==> src/rtl/eggo_io_pkg.sv <==
// eggo_io_pkg: constants and helpers shared by the stack-core IO bridge.
//   IO_WIDTH          default width of every IO word
//   OUT_DEPTH_DEFAULT default output FIFO depth (power of two, >= 2)
//   fifo_ptr_width()  pointer width for a FIFO of a given depth; the
//                     extra MSB tells a full FIFO apart from an empty one
package eggo_io_pkg;

    localparam int unsigned IO_WIDTH          = 16;
    localparam int unsigned OUT_DEPTH_DEFAULT = 4;

    function automatic int unsigned fifo_ptr_width(input int unsigned depth);
        return $clog2(depth) + 1;
    endfunction

endpackage

==> src/rtl/io_port_bridge_if.sv <==
// io_port_bridge_if: groups the core-side and external-side handshake
// signals of io_port_bridge.
//   master modport : the bridge itself (drives out_full, ext_out_*,
//                    ext_in_ready, cpu_in_data, in_avail, err_*)
//   slave modport  : the surrounding core / external agents
interface io_port_bridge_if
    import eggo_io_pkg::*;
#(
    parameter int unsigned WIDTH = IO_WIDTH
);
    logic [WIDTH-1:0] cpu_out_data;
    logic             cpu_out_we;
    logic             out_full;
    logic [WIDTH-1:0] ext_out_data;
    logic             ext_out_valid;
    logic             ext_out_ready;
    logic [WIDTH-1:0] ext_in_data;
    logic             ext_in_valid;
    logic             ext_in_ready;
    logic [WIDTH-1:0] cpu_in_data;
    logic             in_avail;
    logic             cpu_in_re;
    logic             err_drop;
    logic             err_empty;
    logic             err_clr;

    modport master (
        input  cpu_out_data, cpu_out_we, ext_out_ready,
        input  ext_in_data, ext_in_valid, cpu_in_re, err_clr,
        output out_full, ext_out_data, ext_out_valid, ext_in_ready,
        output cpu_in_data, in_avail, err_drop, err_empty
    );

    modport slave (
        output cpu_out_data, cpu_out_we, ext_out_ready,
        output ext_in_data, ext_in_valid, cpu_in_re, err_clr,
        input  out_full, ext_out_data, ext_out_valid, ext_in_ready,
        input  cpu_in_data, in_avail, err_drop, err_empty
    );
endinterface

==> src/rtl/io_sync_fifo.sv <==
// io_sync_fifo: synchronous first-word-fall-through FIFO.
//   clk, rst_n  clock, asynchronous active-low reset (clears memory too)
//   push_i      write wdata_i; accepted when not full, or full with a pop
//   pop_i       consume the head word; ignored when empty
//   rdata_o     head word (valid while empty_o is low)
//   full_o, empty_o, count_o  occupancy status
module io_sync_fifo
    import eggo_io_pkg::*;
#(
    parameter int unsigned WIDTH = IO_WIDTH,
    parameter int unsigned DEPTH = OUT_DEPTH_DEFAULT,
    localparam int unsigned PW   = fifo_ptr_width(DEPTH),
    localparam int unsigned IW   = PW - 1
) (
    input  logic             clk,
    input  logic             rst_n,
    input  logic             push_i,
    input  logic             pop_i,
    input  logic [WIDTH-1:0] wdata_i,
    output logic [WIDTH-1:0] rdata_o,
    output logic             full_o,
    output logic             empty_o,
    output logic [PW-1:0]    count_o
);

    logic [WIDTH-1:0] mem_q [DEPTH];
    logic [PW-1:0]    wr_ptr_q, wr_ptr_d;
    logic [PW-1:0]    rd_ptr_q, rd_ptr_d;
    logic             push_ok, pop_ok;

    // Same index with differing wrap bit means the writer is a lap ahead.
    assign empty_o = (wr_ptr_q == rd_ptr_q);
    assign full_o  = (wr_ptr_q[PW-1] != rd_ptr_q[PW-1]) &&
                     (wr_ptr_q[IW-1:0] == rd_ptr_q[IW-1:0]);
    assign count_o = wr_ptr_q - rd_ptr_q;
    assign rdata_o = mem_q[rd_ptr_q[IW-1:0]];

    // A pop on a full FIFO frees the slot the simultaneous push lands in.
    assign pop_ok  = pop_i && !empty_o;
    assign push_ok = push_i && (!full_o || pop_ok);

    always_comb begin
        wr_ptr_d = wr_ptr_q;
        rd_ptr_d = rd_ptr_q;
        if (push_ok) wr_ptr_d = wr_ptr_q + PW'(1);
        if (pop_ok)  rd_ptr_d = rd_ptr_q + PW'(1);
    end

    always_ff @(posedge clk or negedge rst_n) begin
        if (!rst_n) begin
            wr_ptr_q <= '0;
            rd_ptr_q <= '0;
            for (int unsigned i = 0; i < DEPTH; i++) begin
                mem_q[i] <= '0;
            end
        end else begin
            wr_ptr_q <= wr_ptr_d;
            rd_ptr_q <= rd_ptr_d;
            if (push_ok) mem_q[wr_ptr_q[IW-1:0]] <= wdata_i;
        end
    end

endmodule

==> src/rtl/io_port_bridge.sv <==
// io_port_bridge: IO bridge between the stack core and the outside world.
//   clk    system clock, all state on the rising edge
//   reset  asynchronous active-low reset
//   bus    io_port_bridge_if.master:
//     downstream: cpu_out_data/cpu_out_we -> output FIFO -> ext_out_*
//     upstream  : ext_in_* -> one-word holding register -> cpu_in_data,
//                 in_avail, consumed by cpu_in_re
//     sticky err_drop / err_empty, cleared by err_clr (set wins)
module io_port_bridge
    import eggo_io_pkg::*;
#(
    parameter int unsigned WIDTH     = IO_WIDTH,
    parameter int unsigned OUT_DEPTH = OUT_DEPTH_DEFAULT,
    localparam int unsigned PW       = fifo_ptr_width(OUT_DEPTH)
) (
    input  logic              clk,
    input  logic              reset,
    io_port_bridge_if.master  bus
);

    logic             fifo_full, fifo_empty, fifo_pop;
    logic [PW-1:0]    fifo_count;
    logic [WIDTH-1:0] fifo_rdata;

    logic [WIDTH-1:0] in_data_q, in_data_d;
    logic             in_avail_q, in_avail_d;
    logic             err_drop_q, err_drop_d;
    logic             err_empty_q, err_empty_d;
    logic             in_accept, drop_evt, empty_evt;

    assign fifo_pop = !fifo_empty && bus.ext_out_ready;

    io_sync_fifo #(
        .WIDTH (WIDTH),
        .DEPTH (OUT_DEPTH)
    ) u_out_fifo (
        .clk     (clk),
        .rst_n   (reset),
        .push_i  (bus.cpu_out_we),
        .pop_i   (fifo_pop),
        .wdata_i (bus.cpu_out_data),
        .rdata_o (fifo_rdata),
        .full_o  (fifo_full),
        .empty_o (fifo_empty),
        .count_o (fifo_count)
    );

    assign bus.out_full      = fifo_full;
    assign bus.ext_out_valid = !fifo_empty;
    assign bus.ext_out_data  = fifo_rdata;

    // A read in the same cycle frees the holding register for a new word.
    assign bus.ext_in_ready = !in_avail_q || bus.cpu_in_re;
    assign in_accept        = bus.ext_in_valid && bus.ext_in_ready;

    assign drop_evt  = bus.cpu_out_we && (fifo_count == PW'(OUT_DEPTH)) && !fifo_pop;
    assign empty_evt = bus.cpu_in_re && !in_avail_q;

    always_comb begin
        in_data_d   = in_data_q;
        in_avail_d  = in_avail_q;
        err_drop_d  = err_drop_q;
        err_empty_d = err_empty_q;

        if (in_accept) begin
            in_data_d  = bus.ext_in_data;
            in_avail_d = 1'b1;
        end else if (bus.cpu_in_re) begin
            in_avail_d = 1'b0;
        end

        if (bus.err_clr) begin
            err_drop_d  = 1'b0;
            err_empty_d = 1'b0;
        end
        if (drop_evt)  err_drop_d  = 1'b1;
        if (empty_evt) err_empty_d = 1'b1;
    end

    always_ff @(posedge clk or negedge reset) begin
        if (!reset) begin
            in_data_q   <= '0;
            in_avail_q  <= 1'b0;
            err_drop_q  <= 1'b0;
            err_empty_q <= 1'b0;
        end else begin
            in_data_q   <= in_data_d;
            in_avail_q  <= in_avail_d;
            err_drop_q  <= err_drop_d;
            err_empty_q <= err_empty_d;
        end
    end

    assign bus.cpu_in_data = in_data_q;
    assign bus.in_avail    = in_avail_q;
    assign bus.err_drop    = err_drop_q;
    assign bus.err_empty   = err_empty_q;

endmodule

==> src/flat_wrapper.sv <==
// flat-port wrapper written by rule: the top's interface ports become plain ports
module io_port_bridge_flat import eggo_io_pkg::*;
#(
    parameter int unsigned WIDTH     = IO_WIDTH,
    parameter int unsigned OUT_DEPTH = OUT_DEPTH_DEFAULT,
    localparam int unsigned PW       = fifo_ptr_width(OUT_DEPTH)
)
  (clk, reset, bus_cpu_out_data, bus_cpu_out_we, bus_ext_out_ready, bus_ext_in_data, bus_ext_in_valid, bus_cpu_in_re, bus_err_clr, bus_out_full, bus_ext_out_data, bus_ext_out_valid, bus_ext_in_ready, bus_cpu_in_data, bus_in_avail, bus_err_drop, bus_err_empty);
  io_port_bridge_if #(.WIDTH(WIDTH)) bus_i ();
  input  logic clk;
  input  logic reset;
  input wire logic [$bits(bus_i.cpu_out_data)-1:0] bus_cpu_out_data;
  input wire logic [$bits(bus_i.cpu_out_we)-1:0] bus_cpu_out_we;
  input wire logic [$bits(bus_i.ext_out_ready)-1:0] bus_ext_out_ready;
  input wire logic [$bits(bus_i.ext_in_data)-1:0] bus_ext_in_data;
  input wire logic [$bits(bus_i.ext_in_valid)-1:0] bus_ext_in_valid;
  input wire logic [$bits(bus_i.cpu_in_re)-1:0] bus_cpu_in_re;
  input wire logic [$bits(bus_i.err_clr)-1:0] bus_err_clr;
  output wire logic [$bits(bus_i.out_full)-1:0] bus_out_full;
  output wire logic [$bits(bus_i.ext_out_data)-1:0] bus_ext_out_data;
  output wire logic [$bits(bus_i.ext_out_valid)-1:0] bus_ext_out_valid;
  output wire logic [$bits(bus_i.ext_in_ready)-1:0] bus_ext_in_ready;
  output wire logic [$bits(bus_i.cpu_in_data)-1:0] bus_cpu_in_data;
  output wire logic [$bits(bus_i.in_avail)-1:0] bus_in_avail;
  output wire logic [$bits(bus_i.err_drop)-1:0] bus_err_drop;
  output wire logic [$bits(bus_i.err_empty)-1:0] bus_err_empty;
  assign bus_i.cpu_out_data = bus_cpu_out_data;
  assign bus_i.cpu_out_we = bus_cpu_out_we;
  assign bus_i.ext_out_ready = bus_ext_out_ready;
  assign bus_i.ext_in_data = bus_ext_in_data;
  assign bus_i.ext_in_valid = bus_ext_in_valid;
  assign bus_i.cpu_in_re = bus_cpu_in_re;
  assign bus_i.err_clr = bus_err_clr;
  assign bus_out_full = bus_i.out_full;
  assign bus_ext_out_data = bus_i.ext_out_data;
  assign bus_ext_out_valid = bus_i.ext_out_valid;
  assign bus_ext_in_ready = bus_i.ext_in_ready;
  assign bus_cpu_in_data = bus_i.cpu_in_data;
  assign bus_in_avail = bus_i.in_avail;
  assign bus_err_drop = bus_i.err_drop;
  assign bus_err_empty = bus_i.err_empty;
  io_port_bridge #(.WIDTH(WIDTH), .OUT_DEPTH(OUT_DEPTH)) u_core (.clk(clk), .reset(reset), .bus(bus_i));
endmodule
==> config.mk <==
export PLATFORM = sky130hd
export DESIGN_NAME = io_port_bridge_flat
export DESIGN_NICKNAME = d
export VERILOG_FILES = /design/src/rtl/eggo_io_pkg.sv /design/src/rtl/io_port_bridge_if.sv /design/src/rtl/io_sync_fifo.sv /design/src/rtl/io_port_bridge.sv /design/src/flat_wrapper.sv
export SDC_FILE = /design/constraint.sdc
export NUM_CORES = 1
export LEC_CHECK = 0
export CORE_ASPECT_RATIO = 0.75
export CORE_MARGIN = 1
export CORE_UTILIZATION = 45
export CTS_BUF_LIST = sky130_fd_sc_hd__clkbuf_16
export CTS_CLUSTER_DIAMETER = 50
export DETAILED_ROUTE_END_ITERATION = 16
export GPL_TIMING_DRIVEN = 0
export MAX_ROUTING_LAYER = met4
export PLACE_DENSITY = 0.8
export SLEW_MARGIN = 20
export SYNTH_ARGS = -nofsm -noshare
export SYNTH_HDL_FRONTEND = slang
export SYNTH_SLANG_ARGS = --single-unit
==> constraint.sdc <==
create_clock -name clk -period 4.2 [get_ports clk]
set_clock_uncertainty 0.2 [all_clocks]
set_input_delay 0.42 -clock clk [delete_from_list [all_inputs] [get_ports clk]]
set_output_delay 0.42 -clock clk [all_outputs]
set_load 0.05 [all_outputs]
==> After elaboration in Yosys (flattened, before gate mapping) <==
Index checks and enable logic that the tools add are counted.
{ "op_classes": {"add_sub_neg": 3, "magnitude_cmp": 3, "n_eq_ne": 4, "mux": 11, "bitwise_logic": 2, "reduce_logical": 18} }
{ "op_table": {"columns": ["operator", "n"], "rows": [
  ["64-bit bitwise mux", 1],
  ["16-bit two-way mux", 3],
  ["16-bit binary-select mux with 2-bit select", 1],
  ["16-bit demux with 2-bit select", 1],
  ["1-bit logical AND", 9],
  ["3-bit by 1-bit adder with 3-bit output, second input constant", 2],
  ["3-bit greater-or-equal comparator, second input constant", 2],
  ["2-bit NOT with 3-bit output", 2],
  ["2-bit nonzero test", 3],
  ["1-bit two-way mux", 5],
  ["1-bit logical NOT", 4],
  ["3-bit equality test", 1],
  ["3-bit equality test, second input constant", 1],
  ["3-bit by 1-bit < comparator with 1-bit output, second input constant", 1],
  ["3-bit subtractor", 1],
  ["2-bit equality test", 1],
  ["1-bit logical OR", 2],
  ["1-bit inequality test", 1]
]} }
{ "totals": {"regBits": 89, "input_bits": 39, "output_inout_bits": 38, "word_cells": 51} }

==> Depth between registers and ports, before layout <==
Gate-level depths: netlist (run 1).
{ "depth": {"word_depth": 6, "depth_mapped": 8, "depth_no_buf": 5} }

==> Hierarchy <==
From an unflattened synthesis (run 1), not the netlist that was laid out.
{ "unflattened": {"hier_cells": 245, "hier_area_um2": 4202.8} }
{ "by_module_without_submodules": {"columns": ["module", "n_inst", "cells_each", "area_each_um2", "seq_area_each_um2"], "rows": [
  ["io_sync_fifo", 1, 197, 3414.5, 1751.7],
  ["io_port_bridge", 1, 48, 788.3, 475.5]
]} }

==> Worst setup path before layout (run 1) <==
Ideal clock, no wire load.
{ "synth_timing": {"path_type": "register to output", "start": "reg u_core.u_out_fifo.rd_ptr_q[1]", "end": "out bus_out_full", "arrival_ps": 2357, "required_ps": 3580, "setup_slack_ps": 1223, "stages_incl_launch_ff": 7, "path_buffers": 2, "cell_sequence": "dfrtp_1 > clkbuf_1 > buf_1 > inv_1 > ha_1 > nand2_1 > nor2_1"} }
{ "synth_between": {"elab_chain_len": 2} }
{ "synth_lines": {"columns": ["element", "line_no", "rtl"], "rows": [
  ["start: declaration", "io_sync_fifo.sv:28", "logic [PW-1:0] rd_ptr_q, rd_ptr_d;"],
  ["start signal: assignment", "io_sync_fifo.sv:58", "rd_ptr_q <= rd_ptr_d;"],
  ["2-bit equality test", "io_sync_fifo.sv:34", "(wr_ptr_q[IW-1:0] == rd_ptr_q[IW-1:0]);"],
  ["1-bit logical AND", "io_sync_fifo.sv:33", "assign full_o = (wr_ptr_q[PW-1] != rd_ptr_q[PW-1]) &&"],
  ["end: declaration", "flat_wrapper.sv:19", "output wire logic [$bits(bus_i.out_full)-1:0] bus_out_full;"]
]} }
No other way between the ends.

==> Worst setup path after layout (run 1) <==
Same ends and word-level chain as after synthesis.

==> results.cfg, run 1 <==
[timing]
period_needed_ps = 3970
max-slew-margin-rel = 0.578
drv_slew = 0
finalSetupViolCount = 0
grt_setup_unrepaired = no
hold_viol_final = 0
holdWs_ps = 300
max_freq_mhz = 252
tightestPinTransition_ps = 633
min_period_over_period = 0.945

[logic_synthesis]
synthTopCellsByCount = 89 x dfrtp_1, 82 x mux2_2, 16 x mux4_2, 7 x ha_1, 5 x inv_1
synth_top_area_cell = dfrtp_1
synth_area_leaders = dfrtp_1 56%, mux2_2 23%, mux4_2 9.1%
postSynthCellCount = 234
yosys.cell_count.top_type = dfrtp_1
synth_nets = 281
yosysSeqAreaShare = 0.560
postSynth.asyncResetShare = 1.00
yosys_warnings = 0
ys.flop_type = dfrtp_1
synth_edf_count = 0
yosysTopAreaCellShare = 0.560
synth_cell_type_count = 25
syn_area_sq_mm = 0.00397
synth_area_per_cell_sq_um = 17.0
ys_ff_latch = 89

[worst_setup_path]
cpMaxStageDelayCell = clkdlybuf4s50_1
path_class = reg -> out
required_ps = 3580
max_stage_delay_ps = 830
cp-start-kind = flop
endpoint_kind = primary output
arrival_ps = 3350
cp_cell_sequence = clkbuf_1 > clkbuf_2 > inv_1 > ha_1 > nand2_1 > nor2_1 > clkdlybuf4s50_1
cp_max_fo = 10

[floorplanning]
die_x_um = 111
die_h_um = 83.4
io_pins = 77
die_area_sq_mm = 0.00921
initial_utilization = 0.466
rows = 29
core_region_area_sq_mm = 0.00853

[clock_network]
cts_tree = done
cts_setup_buffers = 0
cts-root-buf = clkbuf_16
cts-htree-levels = 3
numCtsBuffers = 9
clk_pin_slew_ps = 60
cts_buffer_depth = 2
worstSkewPairLatency_ps = 330
cts.sinks = 89

[finish]
syn_to_final_growth_pct = 29.5
postLayoutCoreUtil = 0.604
n_antenna_cell = 0
drive_above_1_share = 0.394
fill_cells = 641
fin_area_sq_mm = 0.00515
finalNetCount = 368

[grt]
antenna_found_initial = 0
track_usage = 0.190
grt_max_degree = 54
grt_pass1_vias = 2541
grt_overflow = 0
grt_pass1_wl_um = 13300

[place]
io_buffers = 74
placed_area_sq_mm = 0.00487
post-dp-hpwl_um = 5340
place_congestion = 0.708

[routing]
viasPerCell = 5.30
drc = 0
antenna_left = 0
first_pass_iters = 4
dr.first_iter.drc_count = 68
wl_um = 7870
wl_per_cell_um = 18.2
num_vias = 2294

[run]
maxCapViolations = 0

[pwr]
ir_worst_vdd_mv = 0.656
power.density_mw_per_mm2 = 897
p_leak_nw = 2.15

[outcome]
outcome = finished clean

[hold_path]
holdCritPathClass = reg -> reg
==> state kept, by name, indices dropped and copies added, names as in the netlist <==
register and flops:
u_core.bus.err_empty 1, u_core.bus.in_avail 1, u_core.bus.err_drop 1, u_core.u_out_fifo.mem_q 64
u_core.u_out_fifo.rd_ptr_q 3, u_core.u_out_fifo.wr_ptr_q 3, u_core.bus.cpu_in_data 16
==> critical path, delay by kind of cell (launching register included) <==
| kind | cells | cell delay, ps |
|---|---|---|
| flops | 1 | 400 |
| simple gates | 2 | 480 |
| fa+ha+maj | 1 | 300 |
| buf+inv | 4 | 1830 |
==> worst paths after layout <==
path                                                    start  cells past startpoint  slack, ps                          end
max in group asynchronous                               reset                      3       2780    u_core.bus.cpu_in_data[4]
worst max-delay path            u_core.u_out_fifo.rd_ptr_q[1]                      7        230                 bus_out_full
min in group asynchronous                               reset                      2        390  u_core.u_out_fifo.mem_q[29]
worst min-delay path              u_core.u_out_fifo.mem_q[26]                      1        300  u_core.u_out_fifo.mem_q[26]
worst max register to register  u_core.u_out_fifo.rd_ptr_q[1]                      8        670   u_core.u_out_fifo.mem_q[3]
worst min register to register    u_core.u_out_fifo.mem_q[26]                      1        300  u_core.u_out_fifo.mem_q[26]
==> cells in the final DEF, fill, tap and decap left out <==
cell type / synthesis / final
nand2b_1: 2 / 2
clkbuf_2: 1 / 2
fa_1: 1 / 1
clkinvlp_4: 0 / 1
nand2_1: 2 / 2
buf_1: 2 / 1
xor2_1: 2 / 2
nand3_1: 1 / 1
dfrtp_1: 89 / 89
o211a_1: 1 / 1
o21ai_0: 1 / 1
and3_1: 1 / 1
mux4_2: 16 / 16
mux2_2: 82 / 82
nor2_1: 1 / 1
a22o_1: 1 / 1
clkbuf_16: 0 / 9
buf_6: 4 / 4
buf_16: 0 / 1
xnor2_4: 1 / 1
inv_1: 5 / 5
clkdlybuf4s50_1: 0 / 73
o31ai_1: 1 / 1
dlygate4sd3_1: 0 / 1
o311ai_4: 4 / 4
clkinv_2: 0 / 4
clkinv_4: 0 / 1
xnor2_1: 4 / 4
clkbuf_1: 2 / 2
buf_2: 2 / 2
a32o_1: 1 / 1
buf_4: 0 / 1
ha_1: 7 / 7
==> report_power, final <==
| part | internal [mW] | total [mW] | switching [mW] | leakage, nW |
|---|---|---|---|---|
| Clock | 0.394 | 0.716 | 0.322 | 0.131 |
| Combinational | 1.10 | 2.45 | 1.35 | 0.971 |
| Sequential | 1.23 | 1.45 | 0.214 | 1.05 |
==> per-stage QoR <==
step	total power, mW	worst slack (ps)	instances	setup TNS, ps
after floorplan	3.22	1220	234	0
after global placement	3.85	-589	416	-51900
after detailed placement	3.91	441	417	0
after CTS	4.65	71.5	433	0
after global routing	4.84	108	433	0
final	4.62	232	433	0
==> area by class of cell <==
class,count,area (sq um),share of cell area
Buffer,11,76.3,0.0148
Clock buffer,9,225,0.0438
Clock inverter,6,36.3,0.00705
Inverter,5,18.8,0.00365
Multi-Input combinational cell,129,1650,0.321
Sequential cell,89,2230,0.433
Tap cell,108,135,0.0263
Timing Repair Buffer,76,776,0.151
==> per-layer routing <==
layer | routed length [um] | vias to the layer above | GRT usage
met2 | 3690 | 64 | 0.285
met4 | 83 | 0 | 0.0509
met5 | 0 | - | -
li1 | - | 1035 | -
met3 | 368 | 8 | 0.0453
met1 | 3730 | 1187 | 0.263
==> cell families after synthesis <==
kind of cell,Yosys count,share of synthesized area
muxes,98,0.323
DFF,89,0.560
buffers and inverters,16,0.0236
AOI/OAI and AO/OA,9,0.0368
adders and majority gates,8,0.0271
xor gates and xnor gates,7,0.0202
and+or+nand+nor,7,0.00882
==> what timing repair did <==
item                                   CTS  global route
gates resized for setup                  0             1
setup endpoints to repair                0             1
hold buffers                             1             0
endpoints found under the hold margin   36             0
Note: power is estimated with default switching activity, not from simulation.
==> run 2: changes to the inputs <==
--- a/config.mk
+++ b/config.mk
@@ -11,6 +11,7 @@
 export CTS_BUF_LIST = sky130_fd_sc_hd__clkbuf_16
 export CTS_CLUSTER_DIAMETER = 50
 export DETAILED_ROUTE_END_ITERATION = 16
+export GPL_ROUTABILITY_DRIVEN = 0
 export GPL_TIMING_DRIVEN = 0
 export MAX_ROUTING_LAYER = met4
 export PLACE_DENSITY = 0.8
==> results of run 2 <==
Final layout, timing and power as in run 1 (identical DEF).
==> run 3: changes to the inputs <==
==> constraint.sdc (replaced) <==
create_clock -name clk -period 4.2 [get_ports clk]
set_clock_uncertainty 0.2 [all_clocks]
set_input_delay 0.84 -clock clk [delete_from_list [all_inputs] [get_ports clk]]
set_output_delay 0.84 -clock clk [all_outputs]
set_load 0.05 [all_outputs]
==> run 3 against run 2 <==
Compared with the run above: sequential share of layout area is 0.053 points higher; routed wire length up 0.11%; critical endpoint is now bus_ext_out_data[7]; global-route usage barely moved; combinational power barely moved; worst hold slack worse by 29 ps; non-clock buffer count decreased by 1; count of clock-buffer cells in the layout did not move; worst setup slack better by 190 ps; total power is essentially flat; largest power group unchanged; design area down 0.12%; highest routed layer unchanged.
==> results.cfg, run 3 (same netlist as run 1, synthesis figures left out) <==
[worst_setup_path]
cp_common_cell = buf_2
cp_cell_sequence = buf_2 > buf_2 > mux4_2 > clkdlybuf4s50_1
required_ps = 3160
cpLargestDelayFamily = buffers and inverters
r2r_end = u_core.u_out_fifo.mem_q[3]
cp-start-kind = flop
worst_r2r_path_depth = 8
cp_num_buf_inv = 3
cp_max_fo = 10
endpoint_kind = primary output
cpMaxStageDelayCell = clkdlybuf4s50_1
max_stage_delay_ps = 720
path_class = reg -> out
r2r-start = u_core.u_out_fifo.rd_ptr_q[1]
arrival_ps = 2740
r2r_slack_ps = 930

[routing]
dr.first_iter.drc_count = 79
antenna_left = 0
num_vias = 2298
viasPerCell = 5.32
wl_per_cell_um = 18.2
drc = 0
first_pass_iters = 4
wl_um = 7880

[pwr]
p_int_mw = 2.73
switchingPower_mw = 1.89
p_leak_nw = 2.17
switching_share = 0.410
pwr-share-comb = 0.530
seq_power_share = 0.314
ir_worst_vdd_mv = 0.655
power.density_mw_per_mm2 = 898
clkPwrFrac = 0.156

[timing]
max-slew-margin-rel = 0.602
tightestPinTransition_ps = 596
grt_setup_unrepaired = no
period_needed_ps = 3780
holdWs_ps = 271
min_period_over_period = 0.900
hold_viol_final = 0
max_freq_mhz = 265
finalSetupViolCount = 0
drv_slew = 0

[clock_network]
worstSkewPairLatency_ps = 330
numCtsBuffers = 9
cts_tree = done
cts_buffer_depth = 2
cts.sinks = 89
cts_setup_buffers = 0
clk_pin_slew_ps = 60
cts-root-buf = clkbuf_16
cts-htree-levels = 3

[floorplanning]
rows = 29
die_area_sq_mm = 0.00921
die_h_um = 83.4
core_region_area_sq_mm = 0.00853
initial_utilization = 0.466
die_x_um = 111
io_pins = 77

[run]
maxCapViolations = 0

[grt]
grt_overflow = 0
grt_max_degree = 54
grt_pass1_vias = 2533
grt_pass1_wl_um = 13300
track_usage = 0.190
antenna_found_initial = 0

[finish]
largest_reg_flops = 64
postLayoutCoreUtil = 0.603
top_register = u_core.u_out_fifo.mem_q
fill_cells = 640
final_common_cell = dfrtp_1
drive_above_1_share = 0.398
n_antenna_cell = 0
final_cell_mix = 89 x dfrtp_1, 82 x mux2_2, 72 x clkdlybuf4s50_1
syn_to_final_growth_pct = 29.4
finalNonFillerCells = 432
finalNetCount = 367

[place]
post-dp-hpwl_um = 5340
dp.cells = 417
io_buffers = 74

[outcome]
outcome = finished clean

[hold_path]
holdCritPathClass = in -> async
-- run 3: worst max-delay path by stage --
stage / slack [ps] / to / cells past startpoint / start
floorplan: 800 / bus_out_full / 6 / u_core.u_out_fifo.rd_ptr_q[1]
global placement: -1010 / u_core.u_out_fifo.wr_ptr_q[0] / 1 / reset
detailed placement: 20 / bus_out_full / 7 / u_core.u_out_fifo.rd_ptr_q[1]
CTS: 100 / bus_out_full / 7 / u_core.u_out_fifo.rd_ptr_q[1]
global route: 310 / bus_ext_out_data[7] / 4 / u_core.u_out_fifo.rd_ptr_q[0]
finish: 420 / bus_ext_out_data[7] / 4 / u_core.u_out_fifo.rd_ptr_q[0]
-- run 3: area by class of cell --
cell class                      instances  area, sq um  area share
Sequential cell                        89         2230       0.433
Multi-Input combinational cell        129         1650       0.321
Timing Repair Buffer                   75          768       0.149
Clock buffer                            9          225      0.0438
Tap cell                              108          135      0.0263
Buffer                                 11         77.6      0.0151
Clock inverter                          6         36.3     0.00706
Inverter                                5         18.8     0.00365
-- run 3: what timing repair did --
item                                    4_1_cts  5_1_grt
hold buffers                                  0        0
resized for setup                             2        1
endpoints found under the setup margin        1        1
-- run 3: metrics by stage --
step           TNS (ps)  instance area (sq um)  setup slack (ps)  total power [mW]
2_1_floorplan         0                   3970               803              3.22
3_3_place_gp     -89280                   4850             -1010              3.85
3_5_place_dp          0                   4870              20.5              3.91
4_1_cts               0                   5140              95.3              4.65
5_1_grt               0                   5140               313              4.84
6_report              0                   5140               419              4.62
-- run 3: power by group through the flow --
stage                     sequential (mW)  clock (mW)  combinational, mW
final                                1.45       0.720               2.45
after global routing                 1.49       0.772               2.58
after CTS                            1.44       0.738               2.47
after detailed placement             1.45           0               2.46
after global placement               1.43           0               2.41
after floorplan                      1.48           0               1.74
-- run 3: layer usage --
metal  wire, um  global-route usage  vias up  part of all wire
li1           -                   -     1030                 -
met1       3770               0.263     1192              0.48
met2       3650               0.283       68              0.46
met3        370              0.0453        8             0.047
met4         85              0.0509        0             0.011
met5          0                   -        -                 0
==> edit 1 (flow settings as in run 3) <==
Make the reset (`reset` and `rst_n`) synchronous in 2 clocked blocks. Comments in the files are not updated.
--- a/src/rtl/io_sync_fifo.sv
+++ b/src/rtl/io_sync_fifo.sv
@@ -46,7 +46,7 @@
         if (pop_ok)  rd_ptr_d = rd_ptr_q + PW'(1);
     end
 
-    always_ff @(posedge clk or negedge rst_n) begin
+    always_ff @(posedge clk) begin
         if (!rst_n) begin
             wr_ptr_q <= '0;
             rd_ptr_q <= '0;
--- a/src/rtl/io_port_bridge.sv
+++ b/src/rtl/io_port_bridge.sv
@@ -77,7 +77,7 @@
         if (empty_evt) err_empty_d = 1'b1;
     end
 
-    always_ff @(posedge clk or negedge reset) begin
+    always_ff @(posedge clk) begin
         if (!reset) begin
             in_data_q   <= '0;
             in_avail_q  <= 1'b0;
Behaviour: differs if reset is asserted again (counterexample within 4 cycles, from zero or initial values and one cycle with reset low); with reset held inactive, the same outputs for 10 cycles.
==> edit 1 against run 3 <==
- routed wire length increased by 5.1%
- synthesized cell count increased by 32%
- worst setup slack improved by 0.055 ns
- sequential cell count grew 2
- synthesized area is 3.3% lower
- cell area fell by 1.9%
- maximum frequency is 1.5% higher
- critical path type unchanged
- critical endpoint is now bus_ext_out_data[4]
Power is not compared: it rests on default switching activity, and its combinational part moved more than twofold at a synthesized area within 25%.
==> edit 1: results (changes against run 3) <==
- Nets: 438 (+19%)
- Initial DRT Pass Iterations: 4 (unchanged)
- FFs w/ async S/R, synth: 0% (-100 points)
- Hold_ws: 0.261 ns (-0.0105 ns)
- Vias: 2578 (+12%)
- Setup slack after layout: 0.474 ns (+0.0549 ns)
- Top cells by count, synth: nor2_1 (65), edfxtp_1 (64), nand2_1 (58), dfxtp_1 (27), a21boi_0 (18)
- Worst min-delay path class: register to register
- Post-Layout Cell Count: 505 (+17%)
- EDFF count, synth: 64 (+64)
- Syn_nets: 351 (+25%)
- Top_reg_cell synth: edfxtp_1
- Post-DP HPWL: 5.61 mm (+5.1%)
- Synth top area cells: edfxtp_1 (50%), dfxtp_1 (14%), mux4_2 (9.4%)
- I/O Buffers: 75 (+1.4%)
- All-layer global routing usage: 20.7% (+1.7 points)
- Register area share after synthesis: 64.1% (+8.1 points)
- Cells after Synth: 308 (+32%)
- Largest net degree at the start of global routing: 17 (-69%)
- Layout cells sized above 1: 12.0% (-28 points)
- Critical Path Max Stage Delay: 0.81 ns (+0.09 ns)
- Slew headroom: 46.9% (-13 points)
- Detailed Route Iter0 Violations: 144 (+82%)
- Status: complete, no violations
- Synth unique cells: 28 (+12%)
- Cts repair resizes: 0 (-2)
- Total wire length: 8.28 mm (+5.1%)
- Setup WS pre-CTS: 0.760 ns (+0.740 ns)
edit 1: final timing paths:
path / from / endpoint
setup / recovery: register / bus_ext_out_data[4]
hold / removal: u_core.bus.cpu_in_data[5] / u_core.bus.cpu_in_data[5]
setup reg to reg: u_core.u_out_fifo.wr_ptr_q[0] / u_core.u_out_fifo.mem_q[0][3]
hold reg to reg: u_core.bus.cpu_in_data[5] / u_core.bus.cpu_in_data[5]
edit 1: report_power, final:
part	leakage (nW)	internal [mW]	total (mW)	switching, mW
Combinational	0.802	0.242	0.624	0.382
Clock	0.144	0.465	0.806	0.341
Sequential	0.893	1.03	1.06	0.0259
Total	1.84	1.74	2.49	0.749
edit 1: stage by stage:
step           utilization [%]  total power [mW]  instance area (sq um)
2_1_floorplan                -              1.50                   3840
3_3_place_gp              58.4              1.69                   4720
3_5_place_dp              58.6              1.70                   4740
4_1_cts                   62.3              2.51                   5040
5_1_grt                   62.3              2.58                   5040
6_report                  62.3              2.49                   5040
edit 1: layer usage:
metal / track usage (%) / wire length (um) / vias up / share of wire [%]
met1: 24.7 / 3460 / 1237 / 42
met3: 6.51 / 690 / 7 / 8.3
met5: - / 0 / - / 0
met4: 5.95 / 85 / 0 / 1.0
li1: - / - / 1247 / -
met2: 34.1 / 4040 / 87 / 49
edit 1: cell type report:
class	instances	area [sq um]
Clock buffer	9	225
Inverter	7	26.3
Timing Repair Buffer	76	766
Tap cell	105	131
Multi-Input combinational cell	192	1250
Clock inverter	7	76.3
Fill cell	645	3050
Sequential cell	91	2460
Buffer	18	105
edit 1: cell families (layout without fill, tap and decap cells):
group / after synthesis / in the layout / synth area share [%]
mux: 17 / 17 / 9.67
fa+ha+maj: 4 / 4 / 1.30
flops: 91 / 91 / 64.1
xor+xnor: 5 / 5 / 1.34
simple gates: 137 / 137 / 14.5
buf+inv: 25 / 117 / 3.42
compound gates: 29 / 29 / 5.67
edit 1: worst reg2reg max path: cells and delay by family, from the launching register on:
kind / cells / cell delay, ns
AO/OA/AOI/OAI: 1 / 0.11
adder cells (fa/ha/maj): 1 / 0.31
buffers and inverters: 3 / 0.46
flip-flops: 1 / 0.43
AND/OR/NAND/NOR: 3 / 1.10
==> edit 2 (settings of run 3) <==
Without the edit above. The package constant `OUT_DEPTH_DEFAULT` goes from 4 to 8.
--- a/src/rtl/eggo_io_pkg.sv
+++ b/src/rtl/eggo_io_pkg.sv
@@ -6,7 +6,7 @@
 package eggo_io_pkg;
 
     localparam int unsigned IO_WIDTH          = 16;
-    localparam int unsigned OUT_DEPTH_DEFAULT = 4;
+    localparam int unsigned OUT_DEPTH_DEFAULT = 8;
 
     function automatic int unsigned fifo_ptr_width(input int unsigned depth);
         return $clog2(depth) + 1;
Formal check against the unedited RTL: not equivalent (Yosys sat finds a counterexample within 10 cycles, from zero or initial values and one cycle with reset low).
==> edit 2 against run 3 <==
- synthesized area rose by 83%
- die area up 81%
- sequential share of layout area grew 0.60 points
- combinational power is 60% higher
- maximum frequency fell by 7.4%
- cell area up 72%
- power up 70%
- routed wire length up 100%
- worst setup slack got worse by 0.30 ns
- sequential cell count is 66 higher
==> edit 2: results (changes against run 3) <==
- Later-pin clock latency in the skew report: 0.41 ns (+0.08 ns)
- Root buf cell: clkbuf_16
- H-tree levels: 4 (+1)
- Top_reg_cell synth: dfrtp_1
- Worst min-delay path class: input pin to async pin
- Fillers: 1197 (+87%)
- Post-DP HPWL: 10.4 mm (+96%)
- Critical path arrival: 3.04 ns (+0.30 ns)
- Status: complete, no violations
- Met2 capacity usage during global routing: 31.9% (+3.6 points)
- CTS Buf Count: 17 (+8)
- Vias: 4259 (+85%)
- Total wire length: 15.8 mm (+100%)
- Critical-path top delay cell: clkdlybuf4s50_1
- I/O Buffers: 76 (+2.7%)
- Antenna violations before repair: 1 (+1)
- All-layer global routing usage: 21.1% (+2.1 points)
- R2R depth: 8 (unchanged)
- Leakage power: 3.87 nW (+79%)
- Worst-path fanout max: 10 (unchanged)
- First-pass GRT wire length: 25.5 mm (+92%)
- Register area share after synthesis: 53.3% (-2.7 points)
- Largest net degree at the start of global routing: 107 (+98%)
- Layout cells sized above 1: 41.1% (+1.3 points)
- Max rail drop VDD: 0.000507 V (-23%)
- Synthesis Warnings: 0 (unchanged)
- Nets: 601 (+64%)
- Biggest register: u_core.u_out_fifo.mem_q
- Least-Margin Pin Slew: 0.859 ns (+0.264 ns)
- Initial DRT Pass Iterations: 4 (unchanged)
- Clock transition at path regs: 0.06 ns (about the same)
- Syn_nets: 506 (+80%)
- Placed Area: 0.00833 sq mm (+71%)
- Longest Clk Path Bufs: 2 (unchanged)
- Detailed Route Iter0 Violations: 215 (+170%)
- Max FFs per register: 128 (+100%)
- FFs w/ async S/R, synth: 100% (unchanged)
- Synth unique cells: 40 (+60%)
- Grt met1 use: 28.7% (+2.4 points)
- Synth top area cells: dfrtp_1 (53%), mux2_2 (18%), mux4_2 (9.9%)
- Top cells by count, synth: dfrtp_1 (155), mux2_2 (116), nand2_1 (50), mux4_2 (32), mux2_4 (30)
- Critical Path Max Stage Delay: 0.79 ns (+0.07 ns)
- GR Util met3: 5.04% (+0.52 points)
- Number of global-route vias before repair: 4636 (+83%)
[edit 2: timing repair]
| item | CTS | global route |
|---|---|---|
| cloned | 0 | 0 |
| pin swaps | 0 | 0 |
| endpoints found under the setup margin | 87 | 2 |
| setup buffers | 0 | 0 |
| resized for setup | 12 | 2 |
| hold endpoints to repair | 0 | 0 |
[edit 2: report_power, final]
group	switching (mW)	internal [mW]
Combinational	2.03	1.89
Sequential	0.414	2.20
Clock	0.548	0.779
[edit 2: kinds of logic after synthesis]
family                   share of synthesized area, %
AO/OA/AOI/OAI                                    3.47
multiplexers                                     34.0
adder cells (fa/ha/maj)                          1.13
buffers and inverters                            2.85
flip-flops                                       53.3
AND/OR/NAND/NOR                                  4.01
XOR/XNOR                                         1.19
[edit 2: per-layer routing]
| metal | part of all wire [%] | vias to the layer above | routed length (um) |
|---|---|---|---|
| met5 | 0 | - | 0 |
| met4 | 0.70 | 0 | 111 |
| met3 | 4.2 | 7 | 654 |
| met2 | 48 | 95 | 7620 |
| met1 | 47 | 2281 | 7370 |
| li1 | - | 1876 | - |
[edit 2: critical path, delay by kind of cell, from the launching register on]
| family | cells | cell delay [ns] |
|---|---|---|
| buf+inv | 3 | 1.33 |
| flops | 1 | 0.55 |
| fa+ha+maj | 1 | 0.42 |
| simple gates | 2 | 0.32 |
[edit 2: final timing paths]
check,slack [ns],endpoint,startpoint
worst max-delay path,0.12,bus_ext_out_valid,u_core.u_out_fifo.rd_ptr_q[2]
max in group asynchronous,2.80,u_core.u_out_fifo.rd_ptr_q[2],reset
worst max register to register,0.62,u_core.u_out_fifo.mem_q[65],u_core.u_out_fifo.rd_ptr_q[2]
worst min-delay path,0.12,u_core.u_out_fifo.mem_q[91],reset
min in group clk,0.30,u_core.u_out_fifo.mem_q[115],u_core.u_out_fifo.mem_q[115]
worst min register to register,0.30,u_core.u_out_fifo.mem_q[115],u_core.u_out_fifo.mem_q[115]
[edit 2: area by class of cell]
cell class | count | area, sq um | share of cell area [%]
antenna | 1 | 2.50 | 0.0283
buffer | 23 | 194 | 2.20
clock inverter | 10 | 66.3 | 0.751
sequential | 155 | 3880 | 43.9
timing repair buffer | 77 | 795 | 8.99
clock buffer | 17 | 425 | 4.82
multi-input combinational | 276 | 3190 | 36.1
tap | 205 | 256 | 2.90
inverter | 6 | 23.8 | 0.269
[edit 2: stage by stage]
| stage | power (mW) | setup slack (ns) | instances |
|---|---|---|---|
| floorplan | 5.44 | 0.592 | 461 |
| global placement | 6.35 | -3.67 | 742 |
| detailed placement | 6.54 | -0.540 | 743 |
| CTS | 7.90 | 0.000588 | 769 |
| global route | 8.25 | 0.0332 | 770 |
| finish | 7.86 | 0.116 | 770 |
